### src/rtl/output_port_arbiter_pkg.sv
// Shared definitions for the mesh-router output port arbiter: flit codes, port indices, FSM state.
package output_port_arbiter_pkg;

    localparam int NPORTS = 5;

    localparam logic [2:0] PORT_N = 3'd0;
    localparam logic [2:0] PORT_E = 3'd1;
    localparam logic [2:0] PORT_W = 3'd2;
    localparam logic [2:0] PORT_S = 3'd3;
    localparam logic [2:0] PORT_L = 3'd4;

    localparam logic [2:0] HEADER  = 3'b001;
    localparam logic [2:0] PAYLOAD = 3'b010;
    localparam logic [2:0] TAIL    = 3'b100;

    typedef enum logic {
        IDLE,
        LOCKED
    } arb_state_e;

endpackage

### src/rtl/output_port_arbiter_rr_picker5.sv
// Five-way round-robin picker: first eligible index after ptr, wrapping modulo five.
module rr_picker5
    import output_port_arbiter_pkg::*;
(
    input  logic [NPORTS-1:0] eligible,
    input  logic [2:0]        ptr,
    output logic              found,
    output logic [2:0]        idx
);

    int w_cand;

    always_comb begin
        found  = 1'b0;
        idx    = '0;
        w_cand = 0;
        for (int k = 1; k <= NPORTS; k++) begin
            w_cand = (int'(ptr) + k) % NPORTS;
            if (!found && eligible[w_cand]) begin
                found = 1'b1;
                idx   = 3'(w_cand);
            end
        end
    end

endmodule

### src/rtl/output_port_arbiter.sv
// Output port allocator: round-robin HEADER arbitration, wormhole lock until TAIL,
// and credit-gated flit transfer toward the downstream input buffer.
module output_port_arbiter
    import output_port_arbiter_pkg::*;
#(
    parameter int unsigned BUF_DEPTH = 4,
    localparam int unsigned CNT_W = $clog2(BUF_DEPTH + 1)
) (
    input  logic                  clk,
    input  logic                  rst,
    input  logic [NPORTS-1:0]     req,
    input  logic [NPORTS-1:0]     empty,
    input  logic [3*NPORTS-1:0]   flit_id_in,
    input  logic                  credit_in,
    output logic [NPORTS-1:0]     grant,
    output logic [2:0]            xbar_sel,
    output logic                  valid_out,
    output logic                  busy,
    output logic [CNT_W-1:0]      credit_cnt,
    output logic                  err_credit
);

    arb_state_e         r_state;
    logic [2:0]         r_owner;
    logic [2:0]         r_ptr;
    logic [CNT_W-1:0]   r_cnt;
    logic               r_err;

    logic [NPORTS-1:0]  w_eligible;
    logic [2:0]         w_owner_flit;
    logic               w_owner_empty;
    logic               w_has_credit;
    logic               w_found;
    logic [2:0]         w_idx;
    logic               w_send;

    always_comb begin
        w_eligible    = '0;
        w_owner_flit  = '0;
        w_owner_empty = 1'b1;
        for (int i = 0; i < NPORTS; i++) begin
            w_eligible[i] = req[i] & ~empty[i] & (flit_id_in[3*i +: 3] == HEADER);
            if (r_owner == 3'(i)) begin
                w_owner_flit  = flit_id_in[3*i +: 3];
                w_owner_empty = empty[i];
            end
        end
    end

    rr_picker5 u_picker (
        .eligible (w_eligible),
        .ptr      (r_ptr),
        .found    (w_found),
        .idx      (w_idx)
    );

    assign w_has_credit = (r_cnt != '0);

    // The owner's req is deliberately not used here: the lock holds until TAIL.
    always_comb begin
        grant = '0;
        if (r_state == LOCKED && !w_owner_empty && w_has_credit) begin
            grant[r_owner] = 1'b1;
        end
    end

    assign w_send     = |grant;
    assign valid_out  = w_send;
    assign busy       = (r_state == LOCKED);
    assign xbar_sel   = r_owner;
    assign credit_cnt = r_cnt;
    assign err_credit = r_err;

    always_ff @(posedge clk) begin
        if (rst) begin
            r_state <= IDLE;
            r_owner <= PORT_N;
            r_ptr   <= PORT_L;
        end else begin
            unique case (r_state)
                IDLE: begin
                    if (w_found && w_has_credit) begin
                        r_owner <= w_idx;
                        r_state <= LOCKED;
                    end
                end
                LOCKED: begin
                    if (w_send && w_owner_flit == TAIL) begin
                        r_state <= IDLE;
                        r_ptr   <= r_owner;
                    end
                end
                default: r_state <= IDLE;
            endcase
        end
    end

    // A credit with no room left is a downstream protocol error: saturate and flag it.
    always_ff @(posedge clk) begin
        if (rst) begin
            r_cnt <= CNT_W'(BUF_DEPTH);
            r_err <= 1'b0;
        end else begin
            case ({w_send, credit_in})
                2'b10: r_cnt <= r_cnt - CNT_W'(1);
                2'b01: begin
                    if (r_cnt == CNT_W'(BUF_DEPTH)) begin
                        r_err <= 1'b1;
                    end else begin
                        r_cnt <= r_cnt + CNT_W'(1);
                    end
                end
                default: ;
            endcase
        end
    end

endmodule

### config.mk
export PLATFORM = sky130hd
export DESIGN_NAME = output_port_arbiter
export DESIGN_NICKNAME = d
export VERILOG_FILES = /design/src/rtl/output_port_arbiter_pkg.sv /design/src/rtl/output_port_arbiter_rr_picker5.sv /design/src/rtl/output_port_arbiter.sv
export SDC_FILE = /design/constraint.sdc
export NUM_CORES = 1
export LEC_CHECK = 0
export CORE_ASPECT_RATIO = 2
export CORE_MARGIN = 1
export CORE_UTILIZATION = 59
export DETAILED_ROUTE_END_ITERATION = 16
export GPL_ROUTABILITY_DRIVEN = 0
export GPL_TIMING_DRIVEN = 1
export PLACE_DENSITY = 0.95
export SLEW_MARGIN = 20
export SYNTH_ARGS = -nofsm -noshare
export SYNTH_HDL_FRONTEND = slang
export SYNTH_SLANG_ARGS = --single-unit
### constraint.sdc
create_clock -name clk -period 10.11 [get_ports clk]
set_input_delay 2.5275 -clock clk [delete_from_list [all_inputs] [get_ports clk]]
set_output_delay 2.5275 -clock clk [all_outputs]
set_load 0.01 [all_outputs]
==> flow_summary.yaml <==
status:
  status: "completed"
synthesis:
  synth_compound_area_share_pct: 25.2
  synthMuxAreaShare_pct: 9.79
  netlist_area_um2: 2530
  yosys.area_share.adder_pct: 12.7
  async_flop_share_pct: 0
  syn-num-nets: 382
  postSynthAreaPerCell_um2: 7.69
  synth_cell_types: 79
  synthXorXnorAreaFrac_pct: 5.39
  ys_ff_latch: 11
  yosys.area_share.simple_pct: 31.3
  seq_area_frac_synth_pct: 8.70
  ys_warn_count: 0
  synth_edf_count: 0
  ys.flop_type: "dfxtp_1"
  synth_top_family_by_area: "simple AND/OR/NAND/NOR gates"
  syn_inst: 329
sta:
  rsz0062_at_grt: "false"
  drv_slew: 0
  finClkSkew_ns: 0.00158
  final_hold_viol_count: 0
  min_period_ns: 7.44
  fin_crit_sh_pct: 73.6
  setup_viol: 0
  slew_headroom_pct: 42.9
  worst_pin_slew_ns: 0.855
  setup_tns_ns: 0
  max_freq_ghz: 0.134
cts:
  cts_tree: "yes"
  cts_made_buffers: 3
  cts_resized: 0
  clock_path_buffers: 2
  cts_max_level: 1
  cts_hold_buffers: 0
  clkLatencyLatePin_ns: 0.23
  clk_pin_slew_worst_paths_ns: 0.05
  cts-root-buf: "clkbuf_8"
  postCtsSetupBuffers: 0
  cts.sinks: 11
floorplanning:
  io_pins: 42
  die_w_um: 48.3
  rows: 33
  dieHeight_um: 94.6
  core_um2: 4090
  dieArea_um2: 4570
  initial_core_util_pct: 61.9
global_route:
  grt_use_total_pct: 31.9
  grt_pass1_wl_um: 11800
  gr-total-overflow: 0
  grt_max_degree: 35
  antenna_found_initial: 0
  first_global_vias: 2776
layout:
  final_common_cell: "clkdlybuf4s50_1"
  fillers: 279
  layout-drive-gt1-share_pct: 10.6
  diodes: 0
  final_util_pct: 72.3
  final_cell_mix: "41 x clkdlybuf4s50_1, 34 x nor2_1, 28 x nand2_1"
  syn_to_final_growth_pct: 16.9
  final_nets: 413
place:
  hpwl_um: 5620
  portBuffers: 41
setup_path:
  crit_arrival_ns: 4.91
  end_kind: "primary output"
  required_ns: 7.58
  worstSetupStartpointType: "input pin"
  crit_path_max_fanout: 6
  critical_path_class: "in -> out"
flow_run:
  drv_cap: 0
drt:
  routed_wl_um: 7090
  drc: 0
  vias: 2718
  drt-initial-drc-count: 86
  first_pass_iters: 5
  wl_per_cell_um: 17.2
  viasPerCell: 6.61
  ant_nets: 0
power:
  ir_drop_v: 0.000119
  power_density_nw_per_um2: 54.8
  leakagePower_nw: 1.16
  total_power_mw: 0.162
min_path:
  hp-class: "reg -> reg"
==> kinds of logic (layout without fill, tap and decap cells) <==
family | count (synthesis) | count (layout)
and+or+nand+nor | 141 | 141
AOI/OAI and AO/OA | 85 | 85
buffers and inverters | 36 | 66
adders and majority gates | 25 | 25
muxes | 18 | 18
xor gates and xnor gates | 13 | 13
DFF | 11 | 11
==> synthesized netlist by cell type (all sizes together), types with 3 or more instances <==
library cell / instances / area share, %
nor3: 4 / 0.99
o31ai: 3 / 0.89
mux4: 5 / 4.5
nand3: 8 / 1.6
buf: 6 / 1.6
nor3b: 9 / 2.7
nand3b: 6 / 1.8
mux2i: 9 / 3.6
nand2b: 7 / 1.7
o22ai: 5 / 1.2
mux2: 4 / 1.8
dfxtp: 11 / 8.7
o211ai: 7 / 2.1
a211oi: 6 / 2.0
xor2: 3 / 1.3
o21ai: 16 / 3.2
inv: 19 / 2.8
ha: 24 / 12
and2: 6 / 1.7
nor4b: 3 / 1.0
nand4: 3 / 0.74
a31oi: 3 / 0.74
nor4: 3 / 0.74
clkbuf: 10 / 2.4
nor2: 34 / 5.0
xnor2: 10 / 4.1
a311oi: 3 / 1.3
nor2b: 9 / 2.2
a21oi: 14 / 3.1
and3: 7 / 2.0
a211o: 3 / 1.0
nand2: 28 / 4.2
a41oi: 4 / 1.4
==> path summary, 6_finish.rpt <==
path / from / end / slack [ns] / cells past startpoint
worst min register to register: err_credit / err_credit / 0.50 / 2
worst min-delay path: err_credit / err_credit / 0.50 / 2
worst max-delay path: empty[3] / grant[1] / 2.67 / 8
worst max register to register: r_ptr[0] / xbar_sel[1] / 5.20 / 15
==> power breakdown <==
group          switching (mW)  leakage, nW  internal (mW)
sequential            0.00902       0.0896         0.0476
clock                  0.0170       0.0255         0.0271
combinational          0.0276         1.04         0.0337
total                  0.0536         1.16          0.108
==> per-stage QoR <==
step | instance area [um^2] | worst slack (ns) | std cells | hold slack [ns]
after floorplan | 2530 | 3.91 | 329 | 0.511
after global placement | 2910 | 2.87 | 407 | 0.476
after detailed placement | 2910 | 2.70 | 407 | 0.475
after CTS | 2960 | 2.67 | 411 | 0.498
after global routing | 2960 | 2.59 | 411 | 0.556
final | 2960 | 2.67 | 411 | 0.497
==> worst max-delay path, stage by stage <==
cell and delay (ns):
clkdlybuf4s50_1 0.42, mux4_2 0.50, o21ai_0 0.18, nand3b_1 0.22, nor2_1 0.24, nand2_1 0.11
nor2_1 0.16, clkdlybuf4s50_1 0.56
==> layout make-up <==
class	count	area [um^2]	area share [%]
clock inverter	1	5.00	0.169
clock buffer	3	41.3	1.40
timing repair buffer	42	418	14.1
sequential	11	220	7.45
multi-input combinational	282	2130	72.1
inverter	20	75.1	2.54
tap	52	65.1	2.20
==> sequential cells by signal, summed over array words and instances, names as in the netlist <==
register,cells
busy,1
credit_cnt,3
err_credit,1
r_ptr,3
xbar_sel,3
==> per-layer routing <==
layer  wire length [um]  up-vias  track usage, %
met2               3900      130            64.2
met4                453        0            22.3
met5                  0        -               0
li1                   -     1289               -
met3                322       39            3.54
met1               2410     1260            28.8
Note: power is estimated with default switching activity, not from simulation.
